## src/rtl/prod_bcd_conv.sv

```systemverilog
// prod_bcd_conv: 16-bit binary to 5-digit BCD by shift-and-add-3; bcd/valid 17 cycles after start, start ignored while busy.
// Optional leading-zero blanking flags when PROD_BCD_BLANK_EN is defined; otherwise blank is tied low.
module prod_bcd_conv (
  input  logic        clk,
  input  logic        rst,
  input  logic        start,
  input  logic [15:0] bin,
  output logic [19:0] bcd,
  output logic        valid,
  output logic        busy,
  output logic [4:0]  blank
);

  typedef enum logic [1:0] {IDLE, SHIFT, DONE} state_t;

  state_t      state;
  state_t      state_nxt;
  logic [35:0] scratch;
  logic [35:0] scratch_adj;
  logic [4:0]  cnt;

  always_ff @(posedge clk) begin
    if (rst) state <= IDLE;
    else     state <= state_nxt;
  end

  always_comb begin
    state_nxt = state;
    case (state)
      IDLE:    if (start) state_nxt = SHIFT;
      SHIFT:   if (cnt == 5'd15) state_nxt = DONE;
      DONE:    state_nxt = IDLE;
      default: state_nxt = IDLE;
    endcase
  end

  assign busy = (state != IDLE);

  // Nibbles >= 5 would exceed 9 after the shift, so pre-correct them by 3.
  always_comb begin
    scratch_adj = scratch;
    for (int i = 0; i < 5; i++) begin
      if (scratch[16+4*i +: 4] >= 4'd5)
        scratch_adj[16+4*i +: 4] = scratch[16+4*i +: 4] + 4'd3;
    end
  end

  always_ff @(posedge clk) begin
    if (rst) begin
      scratch <= '0;
      cnt     <= '0;
      bcd     <= '0;
      valid   <= 1'b0;
    end else begin
      valid <= 1'b0;
      case (state)
        IDLE: begin
          if (start) begin
            scratch <= {20'b0, bin};
            cnt     <= '0;
          end
        end
        SHIFT: begin
          scratch <= {scratch_adj[34:0], 1'b0};
          cnt     <= cnt + 5'd1;
        end
        DONE: begin
          bcd   <= scratch[35:16];
          valid <= 1'b1;
        end
        default: ;
      endcase
    end
  end

`ifdef PROD_BCD_BLANK_EN
  logic z4, z3, z2, z1;

  assign z4 = (scratch[35:32] == 4'd0);
  assign z3 = (scratch[31:28] == 4'd0);
  assign z2 = (scratch[27:24] == 4'd0);
  assign z1 = (scratch[23:20] == 4'd0);

  // The ones digit is always shown, so a zero result still displays "0".
  always_ff @(posedge clk) begin
    if (rst)
      blank <= '0;
    else if (state == DONE)
      blank <= {z4, z4 & z3, z4 & z3 & z2, z4 & z3 & z2 & z1, 1'b0};
  end
`else
  assign blank = 5'b00000;
`endif

endmodule

```

## config.mk

```make
export PLATFORM = sky130hd
export DESIGN_NAME = prod_bcd_conv
export DESIGN_NICKNAME = d
export VERILOG_FILES = /design/src/rtl/prod_bcd_conv.sv
export SDC_FILE = /design/constraint.sdc
export NUM_CORES = 1
export LEC_CHECK = 0
export ABC_AREA = 1
export CORE_ASPECT_RATIO = 1.4
export CORE_MARGIN = 2
export CORE_UTILIZATION = 42
export CTS_CLUSTER_SIZE = 25
export DETAILED_ROUTE_END_ITERATION = 7
export PLACE_DENSITY = 0.75
export SETUP_SLACK_MARGIN = 0.2
export SLEW_MARGIN = 5
export SYNTH_ARGS = -nofsm -noshare
export SYNTH_HDL_FRONTEND = slang
export SYNTH_SLANG_ARGS = --single-unit
```

## constraint.sdc

```tcl
create_clock -name clk -period 2.7 [get_ports clk]
set_input_delay 0.54 -clock clk [delete_from_list [all_inputs] [get_ports clk]]
set_output_delay 0.54 -clock clk [all_outputs]
set_load 0.01 [all_outputs]
```

==> results of run 1 <==
-- area by class of cell --
class / count / area, sq um / share of cell area
repair buffers: 43 / 423 / 0.117
flip-flops and latches: 64 / 1280 / 0.355
clock buffers: 10 / 138 / 0.0381
clock inverters: 6 / 68.8 / 0.0191
multi-input cells: 283 / 1410 / 0.391
well taps: 95 / 119 / 0.0329
inverters: 44 / 168 / 0.0465
-- layout by cell type, fill, tap and decap left out --
cell type          n
nand3_1           29
a22oi_1            1
nand2_1          104
clkdlybuf4s50_1   40
dfxtp_1           64
nor3_1             1
conb_1             5
clkbuf_8          10
o21ai_0           35
nand4_1           10
inv_2              3
clkinvlp_4         1
bufinv_16          1
a31oi_1            7
o211ai_1           7
a21oi_2            1
clkinv_2           1
nor2_4             2
inv_4              1
nand2_4            3
a21oi_1           35
nor2_1            30
inv_1             40
ha_1              12
buf_4              3
a211oi_1           1
clkinv_4           3
-- routing by layer --
layer  up-vias  track usage
li1       1400            -
met4         0        0.102
met5         -            0
met2        47        0.308
met1      1233        0.201
met3        12       0.0272
-- cell families (layout without fill, tap and decap cells) --
kind of cell,count (synthesis),in the layout
and+or+nand+nor,179,179
AOI/OAI and AO/OA,87,87
adders and majority gates,12,12
other,1,5
buffers and inverters,65,103
DFF,64,64
-- tightest hold or removal path: stages, from the launching register on --
cell and delay, ps:
dfxtp_1 310, nand2_1 60, nand2_1 40
-- metrics by stage --
step / std cells / hold slack, ps
floorplan: 412 / 426
CTS: 545 / 454
finish: 545 / 453
global route: 545 / 481
detailed placement: 529 / 441
global placement: 529 / 434
-- flip-flops by register name (all words and copies together), names as in the netlist --
name     flops
scratch     36
bcd         20
cnt          5
state        2
valid        1
-- how the worst max path moves through the flow --
| stage | from | endpoint | slack, ps | cells after the start |
|---|---|---|---|---|
| after CTS | state[0] | busy | 700 | 3 |
| after floorplan | start | cnt[4] | 1460 | 7 |
| final | state[0] | busy | 720 | 3 |
| after global placement | start | scratch[4] | 850 | 7 |
| after detailed placement | start | scratch[3] | 810 | 7 |
| after global routing | state[0] | busy | 650 | 3 |
-- power by group through the flow --
stage	clock network, W	registers [W]	logic (W)
floorplan	0	0.000991	0.0000911
global placement	0	0.000993	0.000126
detailed placement	0	0.000993	0.000128
CTS	0.000857	0.000972	0.000128
global route	0.000890	0.000974	0.000144
finish	0.000839	0.000972	0.000127
==> flow_summary.toml, run 1 <==
[status]
outcome = "complete, no violations"

[yosys]
yosys-top-cells-count = "104 x nand2_1, 64 x dfxtp_1, 40 x inv_1"
synth_edf_count = 0
synthDistinctLibCells = 26
synth.area.mux_share = 0
yosysMostFrequentCell = "nand2_1"
synth_top_family_by_area = "simple AND/OR/NAND/NOR gates"
synth_xor_area_frac = 0
avgSynthCellArea_sq_um = 7.28
ys_warn_count = 0
synth_fa_ha_area_frac = 0.0505
ys_ff_latch = 64
synth_seq_area_share = 0.431
ys_async_sr_fraction = 0
syn_area_sq_mm = 0.00297
syn_inst = 408
synth.largest_area_cell = "dfxtp_1"
yosys-top-cells-area = "dfxtp_1 43%, nand2_1 13%, a21oi_1 5.9%, o21ai_0 5.9%, ha_1 5.1%"
synth_compound_area_frac = 0.158
synth_ff_type = "dfxtp_1"
yosys.area_share.simple = 0.260
synth_top_area_frac = 0.431

[detailed_routing]
met3_length_microns = 233
drt_iter0_drc = 148
wirelength_microns = 6210
drtAntennaViolNets = 0
drc_errors = 0
routedWlPerCell_microns = 11.4
wl_met2_microns = 3320
vias = 2692
firstDrtPassIters = 4
top_layer = "met4"
viasPerCell = 4.94
wl_met1_microns = 2520

[cells_and_area]
synthToLayoutAreaGrowth_pct = 21.4
nFillCells = 647
nets = 476
post-route-cell-area_sq_mm = 0.00361
diodes = 0
drive_above_1_share = 0.0644
fin_util = 0.524

[power]
peakVddDrop_mv = 0.461
pwr-share-seq = 0.502
p_total_w = 0.00194
power.share.clock = 0.433
swShare = 0.243
p_per_area_mw_per_mm2 = 537
p_leak_nw = 1.45
p_int_w = 0.00147
switchingPower_w = 0.000472
p_comb_frac = 0.065

[sta]
slew_headroom = 0.658
finalHoldViolations = 0
setup_viol = 0
rsz0062_at_grt = "no"
fin_crit_ps = 1980
setup_tns_ps = 0
finalCritPeriodShare = 0.734
fin_ws_ps = 719
max_freq_ghz = 0.505
worst_pin_slew_ps = 512
slew_viol_final = 0
fin_skew_ps = 8.13

[placement]
dp_slack_ps = 812
hpwl_microns = 4360
routabilityCongestion = 0.770
port_buffers = 40
place_area_sq_mm = 0.00340

[clocking]
clk_latency_ps = 340
htreeDepth = 3
cts.sinks = 64
cts-root-buf = "clkbuf_8"
clkSlewWorstSetupHoldPaths_ps = 70
cts_tree = "done"
cts_resized = 0
cts_setup_buffers = 0
clk_path_buf_depth = 2
cts_made_buffers = 9
hold_buffers = 0

[setup_path]
endpoint_kind = "output port"
required_ps = 2160
reg2regPathDepth = 6
cpLargestDelayFamily = "buffers and inverters"
rr_endpoint = "cnt[3]"
cp-start-kind = "flop"
cp.arrival_ps = 1440
r2r_slack_ps = 1070
crit_chain = "nor2_1 -> inv_1 -> clkdlybuf4s50_1"
slowest_delay_ps = 520
crit_buf_inv = 2
cp_slowest_cell = "clkdlybuf4s50_1"
critPathKind = "reg -> out"
worst-path-max-fanout = 4
r2r-start = "state[0]"

[die]
fp.dieW_microns = 75.1
num_rows = 36
dieHeight_microns = 104
ios = 46
coreArea_sq_mm = 0.00689
initial_core_util = 0.431
die_area_sq_mm = 0.00777

[min_path]
min_path_type = "reg -> reg"
hold_depth = 2
hold_start = "scratch[14]"
hold_path_end = "scratch[15]"

[global_routing]
grt_antenna_before_repair = 0
overflow = 0
grt_max_degree = 38
grt_pass1_vias = 2481
grt_pass1_wl_microns = 10900
grt.total_usage = 0.179

[flow_run]
cap_violations = 0
Power figures use the tool's default switching activity.
==> run 2, diff against run 1 <==
clock period = 1.95 ns   (was 2.7 ns; I/O delays follow)
==> run 2 against run 1 <==
Compared with the run above: clock skew decreased by 2.1 ps; global-route usage decreased by 0.54 points; routed wire length decreased by 0.26%; first-iteration DRC count decreased by 22%; clock power increased by 72%; total power increased by 53%; worst hold slack improved by 4.0 ps; utilization increased by 1.3 points; sequential cell count unchanged; design area increased by 2.5%; sequential power increased by 39%; count of clock-buffer cells in the layout increased by 1.
==> flow_summary.toml, run 2 (same netlist as run 1, synthesis figures left out) <==
[setup_path]
cp.arrival_ps = 1230
cpLargestDelayFamily = "buffers and inverters"
slowest_delay_ps = 550
critPathKind = "reg -> out"
crit_chain = "clkdlybuf4s50_1"
r2r_slack_ps = 560
worst-path-max-fanout = 2
crit_buf_inv = 1
cp_slowest_cell = "clkdlybuf4s50_1"
crit_cells = 1
cp-start-kind = "flop"
reg2regPathDepth = 9
endpoint_kind = "output port"
required_ps = 1560

[cells_and_area]
final_cell_mix = "104 x nand2_1, 62 x dfxtp_1, 40 x inv_1"
nFillCells = 640
synthToLayoutAreaGrowth_pct = 24.5
final_cells = 547
nets = 478
drive_above_1_share = 0.0730
largest-register = "scratch"
largest_reg_flops = 36
reg.largest.list = "scratch (36), bcd (20), cnt (5)"
final_common_cell = "nand2_1"
diodes = 0

[sta]
max_freq_ghz = 0.619
fin_crit_ps = 1620
setup_tns_ps = 0
rsz0062_at_grt = "no"
finalCritPeriodShare = 0.829
finalHoldViolations = 0
slew_headroom = 0.663
fin_skew_ps = 6.07
slew_viol_final = 0
worst_pin_slew_ps = 504
setup_viol = 0
hold_ws_ps = 457

[die]
coreArea_sq_mm = 0.00689
fp.dieW_microns = 75.1
dieHeight_microns = 104
num_rows = 36
die_area_sq_mm = 0.00777
ios = 46
initial_core_util = 0.431

[global_routing]
overflow = 0
grt_pass1_vias = 2551
grt_pass1_wl_microns = 10600
grt_max_degree = 38
grt.total_usage = 0.174
grt_antenna_before_repair = 0

[status]
outcome = "complete, no violations"

[placement]
dp.cells = 531
routabilityCongestion = 0.798
port_buffers = 40
hpwl_microns = 4350

[detailed_routing]
routedWlPerCell_microns = 11.3
viasPerCell = 5.00
firstDrtPassIters = 4
drc_errors = 0
wirelength_microns = 6200
drt_iter0_drc = 116
vias = 2734
drtAntennaViolNets = 0

[clocking]
clk_latency_ps = 350
cts_setup_buffers = 0
htreeDepth = 3
cts_made_buffers = 9
clk_path_buf_depth = 2
hold_buffers = 0
cts.sinks = 64
clkSlewWorstSetupHoldPaths_ps = 70
cts_tree = "done"
cts-root-buf = "clkbuf_8"
cts_resized = 4

[power]
peakVddDrop_mv = 0.528
p_leak_nw = 1.50
p_per_area_mw_per_mm2 = 802

[min_path]
min_path_type = "reg -> reg"
hold_depth = 2

[flow_run]
cap_violations = 0
==> run 2: changes by cell type in the layout (fill, tap and decap cells not counted), sizes merged <==
| cell | change |
|---|---|
| clkdlybuf4s50 | -1 |
| dlygate4sd2 | +1 |
| clkbuf | +1 |
| bufinv | +2 |
| clkinv | -3 |
| buf | +2 |
==> run 2: through the flow <==
stage          cell area (sq um)  total power [W]  worst slack [ps]  utilization
3_5_place_dp                3440          0.00156               238        0.499
6_report                    3700          0.00297               334        0.537
3_3_place_gp                3440          0.00156               230        0.499
4_1_cts                     3700          0.00299               313        0.537
5_1_grt                     3700          0.00306               284        0.537
2_1_floorplan               2990          0.00150               769            -
==> run 2: final timing paths <==
check / end / from
setup / recovery: bcd[1] / bcd[1]
hold / removal: scratch[15] / scratch[14]
setup reg to reg: scratch[28] / scratch[24]
hold reg to reg: scratch[15] / scratch[14]
==> run 2: per-layer routing <==
metal | vias to the layer above | wire length, microns | global-route usage | part of all wire
met4 | 0 | 129 | 0.0867 | 0.021
li1 | 1407 | - | - | -
met2 | 55 | 3350 | 0.305 | 0.54
met5 | - | 0 | 0 | 0
met3 | 9 | 254 | 0.0467 | 0.041
met1 | 1263 | 2470 | 0.182 | 0.40
==> run 2: layout make-up <==
cell class | count | area [sq um] | share of cell area
Multi-Input combinational cell | 283 | 1410 | 0.381
Sequential cell | 64 | 1290 | 0.348
Timing Repair Buffer | 45 | 462 | 0.125
Inverter | 44 | 168 | 0.0453
Clock buffer | 11 | 151 | 0.0409
Tap cell | 95 | 119 | 0.0321
Clock inverter | 5 | 103 | 0.0277
==> run 2: report_power, final <==
part	leakage, nW	switching (W)	internal, W
Clock	0.126	0.000519	0.000917
Sequential	0.519	0.0000147	0.00133
Combinational	0.851	0.000106	0.0000789
==> run 3, diff against run 2 <==
PLACE_DENSITY = 0.77   (was 0.75)
clock period = 1.3 ns   (was 1.95 ns; I/O delays follow)
==> run 3 against run 2 <==
Compared with the run above: the flow now finishes with violations (setup timing); global-route usage increased by 4.2 points; clock power increased by 21%; non-clock buffer count increased by 48; count of clock-buffer cells in the layout grew 2; sequential share of layout area fell by 6.6 points; sequential cell count unchanged; first-iteration DRC count up 100%; sequential power increased by 50%; setup slack got worse by 370 ps; worst hold slack about the same; critical path type unchanged; largest power group is now registers.
==> flow_summary.toml, run 3 (same netlist as run 1, synthesis figures left out) <==
[global_routing]
grt.total_usage = 0.216
grt_pass1_wl_microns = 13100
overflow = 0
grt_max_degree = 38
grt_antenna_before_repair = 0
grt_pass1_vias = 2978

[setup_path]
r2r-start = "state[1]"
cpLargestDelayFamily = "flip-flops"
rr_endpoint = "scratch[23]"
critPathKind = "reg -> out"
cp.arrival_ps = 1080
cp_slowest_cell = "dfxtp_4"
required_ps = 1040
crit_chain = "buf_4 -> nor2_2 -> inv_1 -> buf_2"
worst-path-max-fanout = 2
critPathLaunch = "state[1]"
crit_buf_inv = 3
cp-start-kind = "flop"
endpoint_kind = "output port"
reg2regPathDepth = 7
r2r_slack_ps = -30
slowest_delay_ps = 350

[clocking]
cts-root-buf = "clkbuf_8"
clk_latency_ps = 350
clkSlewWorstSetupHoldPaths_ps = 60
cts_tree = "done"
cts.sinks = 64
cts_made_buffers = 9
clk_path_buf_depth = 2
htreeDepth = 3

[cells_and_area]
drive_above_1_share = 0.480
synthToLayoutAreaGrowth_pct = 57.6
nets = 526
largest_reg_flops = 36
diodes = 0
largest-register = "scratch"
reg.largest.list = "scratch (36), bcd (20), cnt (5)"
fin_util = 0.680
final_common_cell = "nand2_1"
final_cell_mix = "69 x nand2_1, 37 x dfxtp_1, 36 x buf_4"

[sta]
fin_skew_ps = 6.44
fin_crit_ps = 1340
setup_viol = 5
rsz0062_at_grt = "yes"
setup_tns_ps = -88.5
slew_viol_final = 0
fin_ws_ps = -40.5
max_freq_ghz = 0.746
finalCritPeriodShare = 1.03
finalHoldViolations = 0

[power]
peakVddDrop_mv = 0.665
p_total_w = 0.00426
p_per_area_mw_per_mm2 = 910
p_leak_nw = 2.07

[min_path]
hold_depth = 2
hold_path_end = "scratch[15]"
min_path_type = "reg -> reg"
hold_start = "scratch[14]"

[detailed_routing]
wirelength_microns = 9580
drtAntennaViolNets = 0
firstDrtPassIters = 5
vias = 3178
viasPerCell = 5.34
drc_errors = 0
routedWlPerCell_microns = 16.1
drt_iter0_drc = 235

[placement]
port_buffers = 40
routabilityCongestion = 0.767
hpwl_microns = 4840

[status]
failed_checks = "setup timing"
outcome = "finished, violations left"

[die]
coreArea_sq_mm = 0.00689
dieHeight_microns = 104
num_rows = 36
fp.dieW_microns = 75.1
initial_core_util = 0.431
die_area_sq_mm = 0.00777
ios = 46

[flow_run]
cap_violations = 0
## run 3: worst max path at each step
stage / end / slack (ps) / depth (start not counted)
5_1_grt: scratch[23] / -60 / 7
3_3_place_gp: scratch[5] / -150 / 8
2_1_floorplan: scratch[10] / 160 / 8
6_report: busy / -40 / 4
3_5_place_dp: scratch[33] / -220 / 6
4_1_cts: scratch[9] / 70 / 9
## run 3: final cells by class
| class | instances | area (sq um) |
|---|---|---|
| repair buffers | 93 | 840 |
| clock inverters | 3 | 40.0 |
| well taps | 95 | 119 |
| clock buffers | 13 | 159 |
| inverters | 44 | 213 |
| fillers | 486 | 2210 |
| multi-input cells | 283 | 2000 |
| flip-flops and latches | 64 | 1320 |
## run 3: worst register-to-register path: stages, from the launching register on
cell and delay [ps]:
dfxtp_4 350, buf_12 130, nor2_4 150, buf_12 160, buf_12 110, buf_16 120
nand3_4 80, a21oi_2 160
## run 3: through the flow
step / area [sq um] / setup WS (ps) / instances / hold slack, ps
2_1_floorplan: 3040 / 164 / 412 / 407
3_3_place_gp: 3610 / -149 / 547 / 442
3_5_place_dp: 3610 / -216 / 547 / 444
4_1_cts: 4230 / 73.3 / 587 / 453
5_1_grt: 4680 / -62.3 / 595 / 480
6_report: 4680 / -40.5 / 595 / 457
## run 3: report_power, final
group | switching [W] | total [W] | internal (W)
logic | 0.000262 | 0.000494 | 0.000232
registers | 0.0000276 | 0.00202 | 0.00200
clock network | 0.000758 | 0.00174 | 0.000986
total | 0.00105 | 0.00426 | 0.00321
## run 3: layer usage
layer  GRT usage  up-vias  wire length [microns]
met4       0.119        0                    473
met2       0.385      140                   5200
met1       0.227     1485                   3480
met3      0.0360       46                    428
li1            -     1507                      -
met5           0        -                      0
## run 3: repair_timing
action,CTS,global route
resized for setup,186,113
cloned,1,0
pin swaps,33,47
hold buffers,0,0
setup endpoints to repair,66,66
buffers inserted,23,8
==> variant: new RTL, flow settings as in run 3 <==
Add a define of `PROD_BCD_BLANK_EN`.
--- a/src/rtl/prod_bcd_conv.sv
+++ b/src/rtl/prod_bcd_conv.sv
@@ -2,2 +2,4 @@
 // Optional leading-zero blanking flags when PROD_BCD_BLANK_EN is defined; otherwise blank is tied low.
+`define PROD_BCD_BLANK_EN
+
 module prod_bcd_conv (
Function: same outputs for any inputs over 10 cycles, from zero or initial values and one cycle with rst high; that may be too few to reach the edited logic, so the function may still have changed.
==> variant against run 3 <==
The flow still finishes with violations (setup timing). Sequential cell count up 4. Fmax down 2.6%. Design area up 13%. Area after synthesis up 5.5%. Sequential power up 6%. Setup slack worse by 0.035 ns. Routed wire length up 16%. Total power up 1.4%. Critical path type is now reg -> reg.
==> variant: results (changes against run 3) <==
| Metric | Value |
|---|---|
| Status | `finished with violations` |
| Failing checks | `setup timing` |
| Routed met1 length | `3960 µm (+14%)` |
| Non-clock buffers | `112 (+20%)` |
| Clock-pin slew on the worst setup and hold paths | `0.08 ns (+0.02 ns)` |
| GR Util met3 | `0.0365 (+0.000510)` |
| HPWL after DPL | `5080 µm (+4.8%)` |
| Mapped Cells | `430 (+5.4%)` |
| Core Footprint | `7310 µm² (+6.1%)` |
| Largest net degree at the start of global routing | `22 (-42%)` |
| Maximum vdd ir drop | `719 µV (+8.1%)` |
| Number of buffers added on ports | `44 (+10%)` |
| Via Count | `3,505 (+10%)` |
| Clock buf/inv share | `0.0342 (-0.00830)` |
| Met3 WL post-DR | `539 µm (+26%)` |
| Critical Path End | `scratch[28]$_SDFFE_PP0P_` |
| Commonest cells post-synth | `nand2_1 (109), dfxtp_1 (68), a21oi_1 (49), inv_1 (46), nand3_1 (36)` |
| Int Power | `3.19 mW (-0.72%)` |
| Top Family by Delay on Critical Path | `compound AO/OA/AOI/OAI gates` |
| Final Wtd Congestion | `0.823 (+7.3%)` |
| Iteration count of the initial detailed-routing pass | `4 (-1)` |
| Final setup fails | `4 (-1)` |
| WL final | `11,200 µm (+16%)` |
| All-Layer GR Usage | `0.234 (+0.0184)` |
| Seq/Total Area, Yosys | `0.434 (+0.00300)` |
| Area post-placement | `3840 µm² (+6.4%)` |
| Global-route wire length before repair | `15,400 µm (+18%)` |
| Leak | `2.28 nW (+9.7%)` |
| Routing usage on met2 | `0.419 (+0.0332)` |
| DR WL met2 | `6210 µm (+19%)` |
| Seq area share | `0.270 (-0.0110)` |
| NonClk Buf Share | `0.214 (+0.0345)` |
| DR iter-0 viols | `254 (+8.1%)` |
| Multi-input comb cells | `294 (+3.9%)` |
| Pre-CTS setup slack | `-0.185 ns (+0.0305 ns)` |
| Fin area | `5270 µm² (+13%)` |
| Fin Setup TNS | `-0.176 ns (-0.0872 ns)` |
| Non-clock inverter count | `49 (+11%)` |
| Clk sink count | `68 (+6.3%)` |
| Comb power frac | `0.130 (+0.014)` |
| Multi-input combinational area share | `0.414 (-0.0128)` |
| Synth area leaders | `dfxtp_1 (43%), nand2_1 (13%), a21oi_1 (7.8%), ha_1 (6.0%), nand3_1 (5.7%)` |
| Fin worst setup slack | `-0.0758 ns (-0.0352 ns)` |
| Final #Nets | `568 (+8.0%)` |
| M1 GR Usage | `0.258 (+0.0308)` |
[variant: cell count changes after synthesis, moves of 6 or more]
| cell | run 3 | this run |
|---|---|---|
| nor2_1 | 30 | 23 |
| nand3_1 | 29 | 36 |
| inv_1 | 40 | 46 |
| o211ai_1 | 7 | 1 |
| a21oi_1 | 35 | 49 |
[variant: how the worst min path moves through the flow]
stage | from | endpoint | slack [ns] | depth (start not counted)
6_report | cnt[4]$_SDFFE_PP0P_ | cnt[4]$_SDFFE_PP0P_ | 0.47 | 2
5_1_grt | blank[4]$_SDFFE_PP0P_ | blank[4]$_SDFFE_PP0P_ | 0.49 | 2
4_1_cts | blank[2]$_SDFFE_PP0P_ | blank[2]$_SDFFE_PP0P_ | 0.46 | 2
3_5_place_dp | cnt[0]$_SDFFE_PP0P_ | cnt[0]$_SDFFE_PP0P_ | 0.44 | 1
3_3_place_gp | cnt[0]$_SDFFE_PP0P_ | cnt[0]$_SDFFE_PP0P_ | 0.43 | 1
2_1_floorplan | bin[0] | scratch[0]$_SDFFE_PP0P_ | 0.41 | 2
[variant: cell families (layout without fill, tap and decap cells)]
| group | count (synthesis) | after routing | synth area share |
|---|---|---|---|
| AND/OR/NAND/NOR | 188 | 188 | 0.261 |
| AO/OA/AOI/OAI | 90 | 90 | 0.150 |
| flip-flops | 68 | 68 | 0.434 |
| buffers and inverters | 68 | 177 | 0.0938 |
| adder cells (fa/ha/maj) | 15 | 15 | 0.0599 |
| other | 1 | 1 | 0.00120 |
[variant: timing repair]
item | 4_1_cts | 5_1_grt
gates resized for setup | 238 | 151
pin swaps | 33 | 45
setup buffers | 20 | 17
cloned | 6 | 2
setup endpoints to repair | 92 | 82
